`config.mk`:
```
export PLATFORM = sky130hd
export DESIGN_NAME = qe_wiz_bus_sequencer
export DESIGN_NICKNAME = d
export VERILOG_FILES = /design/src/rtl/qe_bus_pkg.sv /design/src/rtl/qe_sync2.sv /design/src/rtl/qe_wiz_bus_sequencer.sv
export SDC_FILE = /design/constraint.sdc
export NUM_CORES = 1
export LEC_CHECK = 0
export ABC_AREA = 1
export CAP_MARGIN = 20
export CORE_ASPECT_RATIO = 0.5
export CORE_MARGIN = 10
export CORE_UTILIZATION = 33
export CTS_BUF_LIST = sky130_fd_sc_hd__clkbuf_2
export CTS_CLUSTER_DIAMETER = 50
export DETAILED_ROUTE_END_ITERATION = 7
export GPL_ROUTABILITY_DRIVEN = 0
export GPL_TIMING_DRIVEN = 0
export HOLD_SLACK_MARGIN = 0.03
export MAX_ROUTING_LAYER = met4
export SYNTH_ARGS = -nofsm -noshare
export SYNTH_HDL_FRONTEND = slang
export SYNTH_SLANG_ARGS = --single-unit
```
`constraint.sdc`:
```
create_clock -name clk -period 3 [get_ports clk]
set_input_delay 0.45 -clock clk [delete_from_list [all_inputs] [get_ports clk]]
set_output_delay 0.45 -clock clk [all_outputs]
set_load 0.01 [all_outputs]
```
`src/rtl/qe_bus_pkg.sv`:
```
// Shared types and default parameters for the QL expansion-bus to W5300 sequencer.
// Holds the FSM state encoding, decode/timing defaults and small constant helpers.
package qe_bus_pkg;

   typedef enum logic [2:0] {
      ST_IDLE   = 3'd0,
      ST_SETUP  = 3'd1,
      ST_STROBE = 3'd2,
      ST_ACK    = 3'd3,
      ST_HOLD   = 3'd4,
      ST_RSTACK = 3'd5
   } state_e;

   localparam int          ADDR_W_DEF      = 10;
   localparam int          NUM_CH_DEF      = 2;
   localparam int          DEC_W_DEF       = 2;
   localparam logic [1:0]  DEC_BASE_DEF    = 2'b11;
   localparam int          CH_LSB_DEF      = 2;
   localparam logic [9:0]  RST_ADDR_DEF    = 10'h30c;
   localparam int          SETUP_CYC_DEF   = 1;
   localparam int          STROBE_CYC_DEF  = 3;
   localparam int          HOLD_CYC_DEF    = 1;
   localparam int          RESET_CYC_DEF   = 20;
   localparam int          TIMEOUT_CYC_DEF = 255;

   function automatic int clog2(input int value);
      int r;
      r = 0;
      for (int i = 0; i < 31; i++) begin
         if ((1 << i) < value) r = i + 1;
      end
      return r;
   endfunction

   function automatic int max2(input int a, input int b);
      return (a > b) ? a : b;
   endfunction

endpackage

```
`src/rtl/qe_sync2.sv`:
```
// Two-flop synchroniser for the asynchronous 68008 bus strobes.
// Both stages reset to RST_VAL so an idle (high) strobe is seen during reset.
module qe_sync2 #(
   parameter logic RST_VAL = 1'b1
) (
   input  logic clk,
   input  logic rst,
   input  logic d,
   output logic q
);

   logic meta_d, meta_q;
   logic sync_d, sync_q;

   always_comb begin
      meta_d = d;
      sync_d = meta_q;
   end

   always_ff @(posedge clk or posedge rst) begin
      if (rst) begin
         meta_q <= RST_VAL;
         sync_q <= RST_VAL;
      end else begin
         meta_q <= meta_d;
         sync_q <= sync_d;
      end
   end

   assign q = sync_q;

endmodule

```
`src/rtl/qe_wiz_bus_sequencer.sv`:
```
// QL expansion-bus sequencer for W5300 controllers: decode, chip-select/strobe timing,
// dtackl generation and a timed wizrstl pulse. Optional ACK timeout: QE_BUS_TIMEOUT_EN.
//
// state     | meaning
// ----------+------------------------------------------------------------
// ST_IDLE   | waiting for a decoded bus cycle (as_s, ds_s low, re-armed)
// ST_SETUP  | chip-select asserted, waiting SETUP_CYC before the strobe
// ST_STROBE | strobe asserted, waiting STROBE_CYC before dtackl
// ST_ACK    | dtackl low, strobe and cs held until ds_s rises
// ST_HOLD   | strobe released, cs held HOLD_CYC cycles
// ST_RSTACK | reset-register write acknowledged, wizrstl pulse restarted
module qe_wiz_bus_sequencer
   import qe_bus_pkg::*;
#(
   parameter int                ADDR_W      = ADDR_W_DEF,
   parameter int                NUM_CH      = NUM_CH_DEF,
   parameter int                DEC_W       = DEC_W_DEF,
   parameter logic [DEC_W-1:0]  DEC_BASE    = DEC_BASE_DEF,
   parameter int                CH_LSB      = CH_LSB_DEF,
   parameter logic [ADDR_W-1:0] RST_ADDR    = RST_ADDR_DEF,
   parameter int                SETUP_CYC   = SETUP_CYC_DEF,
   parameter int                STROBE_CYC  = STROBE_CYC_DEF,
   parameter int                HOLD_CYC    = HOLD_CYC_DEF,
   parameter int                RESET_CYC   = RESET_CYC_DEF,
   parameter int                TIMEOUT_CYC = TIMEOUT_CYC_DEF
) (
   input  logic              clk,
   input  logic              rst,
   input  logic [ADDR_W-1:0] address,
   input  logic              asl,
   input  logic              dsl,
   input  logic              rdwl,
   output logic              dtackl,
   output logic              dsmcl,
   output logic              dbenl,
   output logic              dbdir,
   output logic [NUM_CH-1:0] wizcsl,
   output logic              wizrdl,
   output logic              wizwrl,
   output logic              wizrstl,
   output logic              busy,
   output logic              timeout_flag
);

   // A single channel still gets a 1-bit index so the field never collapses to zero width.
   localparam int CH_W    = (clog2(NUM_CH) < 1) ? 1 : clog2(NUM_CH);
   localparam int MAX_CYC = max2(max2(SETUP_CYC, STROBE_CYC), max2(HOLD_CYC, TIMEOUT_CYC));
   localparam int CNT_W   = clog2(MAX_CYC) + 1;
   localparam int RCNT_W  = clog2(RESET_CYC) + 1;

   localparam logic [CNT_W-1:0]  SETUP_LD  = CNT_W'(SETUP_CYC - 1);
   localparam logic [CNT_W-1:0]  STROBE_LD = CNT_W'(STROBE_CYC - 1);
   localparam logic [CNT_W-1:0]  HOLD_LD   = CNT_W'(HOLD_CYC - 1);
   localparam logic [CNT_W-1:0]  TMO_LD    = CNT_W'(TIMEOUT_CYC - 1);
   localparam logic [RCNT_W-1:0] RESET_LD  = RCNT_W'(RESET_CYC - 1);

   logic as_s, ds_s, rw_s;

   qe_sync2 #(.RST_VAL(1'b1)) u_sync_as (.clk(clk), .rst(rst), .d(asl),  .q(as_s));
   qe_sync2 #(.RST_VAL(1'b1)) u_sync_ds (.clk(clk), .rst(rst), .d(dsl),  .q(ds_s));
   qe_sync2 #(.RST_VAL(1'b1)) u_sync_rw (.clk(clk), .rst(rst), .d(rdwl), .q(rw_s));

   logic [(1<<CH_W)-1:0] ch_valid;
   logic [CH_W-1:0]      ch_addr;
   logic                 dec_hit;
   logic                 hit;

   for (genvar g = 0; g < (1 << CH_W); g++) begin : g_ch_valid
      assign ch_valid[g] = (g < NUM_CH);
   end

   assign dec_hit = (address[ADDR_W-1 -: DEC_W] == DEC_BASE);
   assign ch_addr = address[CH_LSB +: CH_W];
   assign hit     = dec_hit & ch_valid[ch_addr];
   assign dsmcl   = ~(~asl & hit);

   state_e             state_d, state_q;
   logic [CNT_W-1:0]   cnt_d, cnt_q;
   logic [RCNT_W-1:0]  rcnt_d, rcnt_q;
   logic [CH_W-1:0]    ch_d, ch_q;
   logic               dir_d, dir_q;
   logic               arm_d, arm_q;
   logic               wizrstl_d, wizrstl_q;
   logic [NUM_CH-1:0]  wizcsl_d, wizcsl_q;
   logic               wizrdl_d, wizrdl_q;
   logic               wizwrl_d, wizwrl_q;
   logic               dtackl_d, dtackl_q;
   logic               dbenl_d, dbenl_q;
   logic               dbdir_d, dbdir_q;
   logic               busy_d, busy_q;
`ifdef QE_BUS_TIMEOUT_EN
   logic               tmo_evt;
   logic               flag_d, flag_q;
`endif

   always_comb begin
      state_d   = state_q;
      cnt_d     = (cnt_q != '0) ? cnt_q - CNT_W'(1) : cnt_q;
      rcnt_d    = (rcnt_q != '0) ? rcnt_q - RCNT_W'(1) : rcnt_q;
      wizrstl_d = (rcnt_q == '0);
      ch_d      = ch_q;
      dir_d     = dir_q;
      arm_d     = arm_q | as_s;
`ifdef QE_BUS_TIMEOUT_EN
      tmo_evt   = 1'b0;
`endif
      case (state_q)
         ST_IDLE: begin
            if (!as_s && !ds_s && hit && arm_q) begin
               arm_d = 1'b0;
               if (!rw_s && (address == RST_ADDR)) begin
                  state_d   = ST_RSTACK;
                  cnt_d     = TMO_LD;
                  rcnt_d    = RESET_LD;
                  wizrstl_d = 1'b0;
               end else begin
                  state_d = ST_SETUP;
                  cnt_d   = SETUP_LD;
                  ch_d    = ch_addr;
                  dir_d   = rw_s;
               end
            end
         end
         ST_SETUP: begin
            if (as_s) begin
               state_d = ST_HOLD;
               cnt_d   = HOLD_LD;
            end else if (cnt_q == '0) begin
               state_d = ST_STROBE;
               cnt_d   = STROBE_LD;
            end
         end
         ST_STROBE: begin
            if (as_s) begin
               state_d = ST_HOLD;
               cnt_d   = HOLD_LD;
            end else if (cnt_q == '0) begin
               state_d = ST_ACK;
               cnt_d   = TMO_LD;
            end
         end
         ST_ACK: begin
            if (ds_s) begin
               state_d = ST_HOLD;
               cnt_d   = HOLD_LD;
            end
`ifdef QE_BUS_TIMEOUT_EN
            else if (cnt_q == '0) begin
               state_d = ST_HOLD;
               cnt_d   = HOLD_LD;
               tmo_evt = 1'b1;
            end
`endif
         end
         ST_HOLD: begin
            if (cnt_q == '0) state_d = ST_IDLE;
         end
         ST_RSTACK: begin
            if (ds_s) begin
               state_d = ST_IDLE;
            end
`ifdef QE_BUS_TIMEOUT_EN
            else if (cnt_q == '0) begin
               state_d = ST_IDLE;
               tmo_evt = 1'b1;
            end
`endif
         end
         default: state_d = ST_IDLE;
      endcase
`ifdef QE_BUS_TIMEOUT_EN
      flag_d = flag_q | tmo_evt;
`endif
   end

   // Outputs decode the next state so every bus-side signal leaves a flop aligned with the state change.
   always_comb begin
      wizcsl_d = '1;
      wizrdl_d = 1'b1;
      wizwrl_d = 1'b1;
      dtackl_d = 1'b1;
      dbenl_d  = 1'b1;
      dbdir_d  = 1'b0;
      busy_d   = (state_d != ST_IDLE);
      if (state_d inside {ST_SETUP, ST_STROBE, ST_ACK, ST_HOLD}) begin
         for (int i = 0; i < NUM_CH; i++) begin
            if (ch_d == CH_W'(i)) wizcsl_d[i] = 1'b0;
         end
         dbenl_d = 1'b0;
         dbdir_d = dir_d;
      end
      if (state_d inside {ST_STROBE, ST_ACK}) begin
         wizrdl_d = ~dir_d;
         wizwrl_d = dir_d;
      end
      if (state_d inside {ST_ACK, ST_RSTACK}) dtackl_d = 1'b0;
   end

   always_ff @(posedge clk or posedge rst) begin
      if (rst) begin
         state_q   <= ST_IDLE;
         cnt_q     <= '0;
         rcnt_q    <= RESET_LD;
         ch_q      <= '0;
         dir_q     <= 1'b0;
         arm_q     <= 1'b1;
         wizrstl_q <= 1'b0;
         wizcsl_q  <= '1;
         wizrdl_q  <= 1'b1;
         wizwrl_q  <= 1'b1;
         dtackl_q  <= 1'b1;
         dbenl_q   <= 1'b1;
         dbdir_q   <= 1'b0;
         busy_q    <= 1'b0;
`ifdef QE_BUS_TIMEOUT_EN
         flag_q    <= 1'b0;
`endif
      end else begin
         state_q   <= state_d;
         cnt_q     <= cnt_d;
         rcnt_q    <= rcnt_d;
         ch_q      <= ch_d;
         dir_q     <= dir_d;
         arm_q     <= arm_d;
         wizrstl_q <= wizrstl_d;
         wizcsl_q  <= wizcsl_d;
         wizrdl_q  <= wizrdl_d;
         wizwrl_q  <= wizwrl_d;
         dtackl_q  <= dtackl_d;
         dbenl_q   <= dbenl_d;
         dbdir_q   <= dbdir_d;
         busy_q    <= busy_d;
`ifdef QE_BUS_TIMEOUT_EN
         flag_q    <= flag_d;
`endif
      end
   end

   assign dtackl  = dtackl_q;
   assign dbenl   = dbenl_q;
   assign dbdir   = dbdir_q;
   assign wizcsl  = wizcsl_q;
   assign wizrdl  = wizrdl_q;
   assign wizwrl  = wizwrl_q;
   assign wizrstl = wizrstl_q;
   assign busy    = busy_q;
`ifdef QE_BUS_TIMEOUT_EN
   assign timeout_flag = flag_q;
`else
   assign timeout_flag = 1'b0;
`endif

endmodule

```
**Word-level counts from Yosys, hierarchy flattened**

Cells that the tools add are included.

- Register bits after elaboration: 36
- Output and inout bits: 11

- Add/sub/neg operators: 2
- Magnitude comparators: 1
- Equality and inequality tests: 12
- Muxes and demuxes: 43
- Bitwise logic cells: 6
- Reduce and logical (&&, ||, !) cells: 16

Operators with widths:

| cell | count |
|---|---|
| $mux 9 | 7 |
| $pmux 9 s4 | 1 |
| $mux 3 | 9 |
| $mux 6 | 4 |
| $mux 1 | 19 |
| $pmux 3 s6 | 1 |
| $eq 3x2->1 const B | 4 |
| $eq 3x3->1 const B | 4 |
| $eq 10x10->1 const B | 1 |
| $logic_not 9->1 | 1 |
| $reduce_bool 9->1 | 1 |
| $sub 9x1->9 const B | 1 |
| $mux 8 | 1 |
| $eq 3x1->1 const B | 2 |
| $logic_not 6->1 | 1 |
| $reduce_bool 6->1 | 1 |
| $sub 6x1->6 const B | 1 |
| $logic_and 1x1->1 | 4 |
| $reduce_bool 2->1 | 2 |
| $reduce_bool 4->1 | 1 |
| $logic_not 1->1 | 3 |
| $logic_not 3->1 | 1 |
| $not 1->1 | 3 |
| $reduce_bool 3->1 | 1 |
| other kinds (5) | 6 |

**Longest topological paths before layout**

Gate-level depths: netlist of run 1.

- Word-level depth: 10
- Mapped depth: 13
- Mapped depth without buffers: 13

**Hierarchy**

From an unflattened synthesis of run 1, not the netlist that was laid out.

- Cell total of the unflattened synthesis: 250
- Area total of the unflattened synthesis: 1979.4 um2

By module, submodules not included:

| module | instances | cells each | area each (um2) |
|---|---|---|---|
| qe_wiz_bus_sequencer | 1 | 241 | 1810.5 |
| qe_sync2 | 3 | 3 | 56.3 |

**Worst setup path before layout of run 1**

Ideal clock, no wire load.

- Kind: register to register
- From: register cnt_q[0]
- To: register dbdir_q (netlist: dbdir)
- Library setup time: 123 ps
- Arrival: 1392 ps
- Data required time: 2877 ps
- Setup slack: 1485 ps
- Stages on the path, launching flop included: 14
- Path buffers: 0
- Cells stage by stage: dfrtp_1 -> inv_1 -> ha_1 -> inv_1 -> nor2_1 -> nand2_1 -> nor2_1 -> nand2_1 -> nand2_1 -> nor2_2 -> nand2_1 -> nand2_2 -> nand2_2 -> nor2_2

- Word-level cells in the longest chain between the ends: 7
- Elaborated cells between the ends (all ways): 13
- Classes of those cells: eq/ne: 4; mux: 7; reduce/logical: 2

Ends and longest elaborated chain:

| what | RTL line | text |
|---|---|---|
| from (decl) | qe_wiz_bus_sequencer.sv:78 | `logic [CNT_W-1:0] cnt_d, cnt_q;` |
| from (signal assigned) | qe_wiz_bus_sequencer.sv:220 | `cnt_q <= cnt_d;` |
| $logic_not 9->1 * | qe_wiz_bus_sequencer.sv:128, qe_wiz_bus_sequencer.sv:137, qe_wiz_bus_sequencer.sv:156 |  |
| $mux 3, on equally long branches | qe_wiz_bus_sequencer.sv:137, qe_wiz_bus_sequencer.sv:128 |  |
| $mux 3, on equally long branches | qe_wiz_bus_sequencer.sv:134, qe_wiz_bus_sequencer.sv:125 |  |
| $pmux 3 s6 * | qe_wiz_bus_sequencer.sv:107 | `case (state_q)` |
| $eq 3x1->1 (tied with other cells) | qe_wiz_bus_sequencer.sv:185 | `if (state_d inside {ST_SETUP, ST_STROBE, ST_ACK, ST_HOLD}) begin` |
| $reduce_bool 4->1 * | qe_wiz_bus_sequencer.sv:185 |  |
| $mux 1 * | qe_wiz_bus_sequencer.sv:185 |  |
| net dbdir_d | qe_wiz_bus_sequencer.sv:89 | `logic dbdir_d, dbdir_q;` |
| to (signal assigned) | qe_wiz_bus_sequencer.sv:231 | `dbdir_q <= dbdir_d;` |
| to (decl) | qe_wiz_bus_sequencer.sv:89 |  |

The timed path passes the listed nets; every way through them passes the cells marked *.

**Worst setup path in the final report of run 1**

- From: input port address[8]
- To: output port dsmcl

- Word-level cells in the longest chain between the ends: 4

Ends and longest elaborated chain:

| what | RTL line | text |
|---|---|---|
| from (decl) | qe_wiz_bus_sequencer.sv:29 | `input logic [ADDR_W-1:0] address,` |
| $eq 2x2->1 | qe_wiz_bus_sequencer.sv:72 | `assign dec_hit = (address[ADDR_W-1 -: DEC_W] == DEC_BASE);` |
| $and 1x1->1 | qe_wiz_bus_sequencer.sv:74 | `assign hit = dec_hit & ch_valid[ch_addr];` |
| $and 1x1->1 | qe_wiz_bus_sequencer.sv:75 | `assign dsmcl = ~(~asl & hit);` |
| $not 1->1 | qe_wiz_bus_sequencer.sv:75 |  |
| to (decl) | qe_wiz_bus_sequencer.sv:34 | `output logic dsmcl,` |

Every way passes these cells.

==> impl_metrics.yaml, run 1 <==
placement:
  dp_hpwl_um: 3095
  io_buffers: 24
  placed_cell_area_um2: 2293
yosys:
  synthArstFlopShare: 1.000
  ys_warn_count: 0
  synthTopCellsByCount: "nand2_1, inv_1, nor2_1"
  yosysMostFrequentCell: "nand2_1"
  ys_ff_latch: 36
  synthFlopType: "dfrtp_1"
  synth_nets: 256
  synth.avg_cell_area_um2: 8.196
  syn-cell-area_um2: 1934
  synth_cell_types: 30
  yosys-top-cells-area: "dfrtp_1, dfstp_2, nand2_1, inv_1, nor2_1"
  synth_edf_count: 0
  yosysSeqAreaShare: 0.4761
  synthCells: 236
  synthDominantCellAreaShare: 0.2587
  synth_area_leader_cell: "dfrtp_1"
pwr:
  intPower_mw: 1.156
  p_sw_frac: 0.3907
  p_seq_frac: 0.415
  vdd_drop_max_v: 0.0002893
  power.leakage_nw: 1.179
  pwr_density_cell_nw_per_um2: 803.6
  power_switching_uw: 741.3
  power_mw: 1.897
  clock_power_share: 0.162
  share_comb_of_total_power: 0.424
sta:
  hold_viol_final: 0
  setup_viol: 0
  slew_headroom: 0.5103
  fin_skew_ps: 7.599
  rsz0062_at_grt: "no"
  timing.hold.ws_ps: 370.1
  slew_viol_final: 0
  timing.fmax_mhz: 447.1
  fin_crit_sh: 0.7456
  period_minus_slack_ps: 2237
  tightest_slew_ps: 733.7
  final.setup.tns_ps: 0
route:
  vias: 1540
  drt_pre_antenna_iters: 4
  wl_per_cell_um: 11.30
  first_iter_violations: 35
  viasPerCell: 4.503
  routed_wl_um: 3866
  drc: 0
  ant_nets: 0
finish:
  multi_input_area_um2: 848.3
  final_nets: 288
  fin_area_um2: 2361
  utilization: 0.4226
  seq_area_um2: 920.9
  n_fill_cell: 549
  drive_gt1_frac: 0.2082
  diodes: 0
  syn2layout_area_growth_pct: 22.06
floorplanning:
  die_y_um: 74.14
  io-pin-count: 26
  dieArea_um2: 9510
  core_um2: 5587
  die_width_um: 128.3
  num_rows: 19
  start_util: 0.3462
clock_tree:
  clock_path_buffers: 2
  insertion_delay_ps: 360
  clkTransAtPathRegs_ps: 190
  cts_made_buffers: 5
  postCtsSetupRepairBufs: 0
  cts_root_buffer: "clkbuf_2"
  cts_tree: "built"
  cts_htree_levels: 2
  cts_sinks: 36
  cts_resized: 0
  cts_hold_buf: 0
global_route:
  grtUsageTotal: 0.09048
  grt_pass1_wl_um: 6913
  grt_pass1_vias: 1498
  grt-ovfl-total: 0
  antenna_found_initial: 0
  grt_start_max_net_pins: 21
outcome:
  outcome: "completed"
worst_setup_path:
  required_ps: 2550
  cp-startpoint: "address[8]"
  critical_path_arrival_ps: 1790
  start_kind: "primary input"
  worst_setup_path_end_kind: "primary output"
  path_max_fanout: 4
  r2r_start: "cnt_q[0]$_DFF_PP0_"
  critPathKind: "in -> out"
run:
  maxCapViolCount: 0
worst_hold_path:
  hold_path.startpoint: "u_sync_as.meta_q$_DFF_PP1_"
  hold_path_class: "reg -> reg"
stage by stage:
step / worst slack, ps / instances
after floorplan: 1485 / 236
after global placement: 761.8 / 333
after detailed placement: 752.7 / 334
after CTS: 746.6 / 342
after global routing: 696.6 / 342
final: 763.2 / 342
critical path, stage by stage:
cell and delay [ps]:
clkdlybuf4s50_1 460, nand2_1 110, or2_2 290, clkdlybuf4s50_1 490
cells in the final DEF (no fill, tap or decap), drive strengths merged, types with 5 or more instances in the layout:
cell type	n
a21oi	7
clkdlybuf4s50	24
xor2	6
nand3	16
nand4	6
clkbuf	5
ha	5
inv	39
nor2	34
nor3	7
dfstp	16
o21ai	11
dfrtp	20
nand2	59
cell type report:
cell class                      count  share of cell area
Clock buffer                        5             0.01060
Sequential cell                    36              0.3900
Inverter                           39             0.06200
Clock inverter                      3             0.01802
Multi-Input combinational cell    159              0.3593
Buffer                              2            0.007949
Tap cell                           73             0.03869
Timing Repair Buffer               25              0.1134
per-layer routing:
layer / track usage / part of all wire / vias to the layer above
met5: - / 0 / -
met4: 0.03350 / 0.011 / 0
met3: 0.02411 / 0.036 / 4
met2: 0.1425 / 0.45 / 23
met1: 0.1100 / 0.50 / 715
li1: - / - / 798
final timing paths:
| kind | endpoint | slack (ps) | cells past startpoint |
|---|---|---|---|
| worst max-delay path | dsmcl | 760 | 4 |
| worst min-delay path | u_sync_as.q$_DFF_PP1_ | 370 | 0 |
| worst max register to register | dbdir$_DFF_PP0_ | 1280 | 13 |
| worst min register to register | u_sync_as.q$_DFF_PP1_ | 370 | 0 |
| max in group asynchronous | u_sync_rw.meta_q$_DFF_PP1_ | 1890 | 3 |
| min in group asynchronous | rcnt_q[2]$_DFF_PP0_ | 480 | 2 |
cells by family (layout without fill, tap and decap cells):
family	Yosys count	after routing	share of synthesized area
simple gates	126	126	0.3098
buf+inv	41	74	0.08539
flops	36	36	0.4761
compound gates	20	20	0.06274
xor+xnor	7	7	0.03170
fa+ha+maj	5	5	0.03234
other cells	1	1	0.001939
power groups by stage:
stage | combinational [mW] | sequential (mW) | clock, mW
final | 0.804 | 0.787 | 0.306
after CTS | 0.812 | 0.788 | 0.319
after floorplan | 0.589 | 0.792 | 0
after detailed placement | 0.811 | 0.795 | 0
after global routing | 0.945 | 0.811 | 0.342
after global placement | 0.783 | 0.792 | 0
flip-flops by register name (all words and copies together), names as in the netlist:
name,count
wizrdl,1
busy,1
state_q,3
dbdir,1
u_sync_as.meta_q,1
wizrstl,1
ch_q,1
arm_q,1
u_sync_ds.q,1
u_sync_rw.q,1
u_sync_as.q,1
rcnt_q,6
u_sync_ds.meta_q,1
wizwrl,1
u_sync_rw.meta_q,1
cnt_q,9
dir_q,1
wizcsl,2
dbenl,1
dtackl,1
Power figures use the tool's default switching activity.
==> run 2, diff against run 1 <==
==> constraint.sdc (replaced) <==
create_clock -name clk -period 2.25 [get_ports clk]
set_input_delay 0.3375 -clock clk [delete_from_list [all_inputs] [get_ports clk]]
set_output_delay 0.3375 -clock clk [all_outputs]
set_load 0.01 [all_outputs]
==> results of run 2 <==
Same layout as run 1 (identical final DEF). Status: completed.
Main changes from that run: setup slack after placement 752.7 ps -> 227.7 ps; setup slack after layout 763.2 ps -> 238.2 ps; hold slack 370.1 ps -> 353.2 ps; register-to-register setup slack 1280 ps -> 530 ps; end point of the worst hold path u_sync_as.q$_DFF_PP1_ -> u_sync_rw.meta_q$_DFF_PP1_; total power 1.897 mW -> 2.530 mW; worst IR drop on VDD 0.0002893 V -> 0.0003858 V
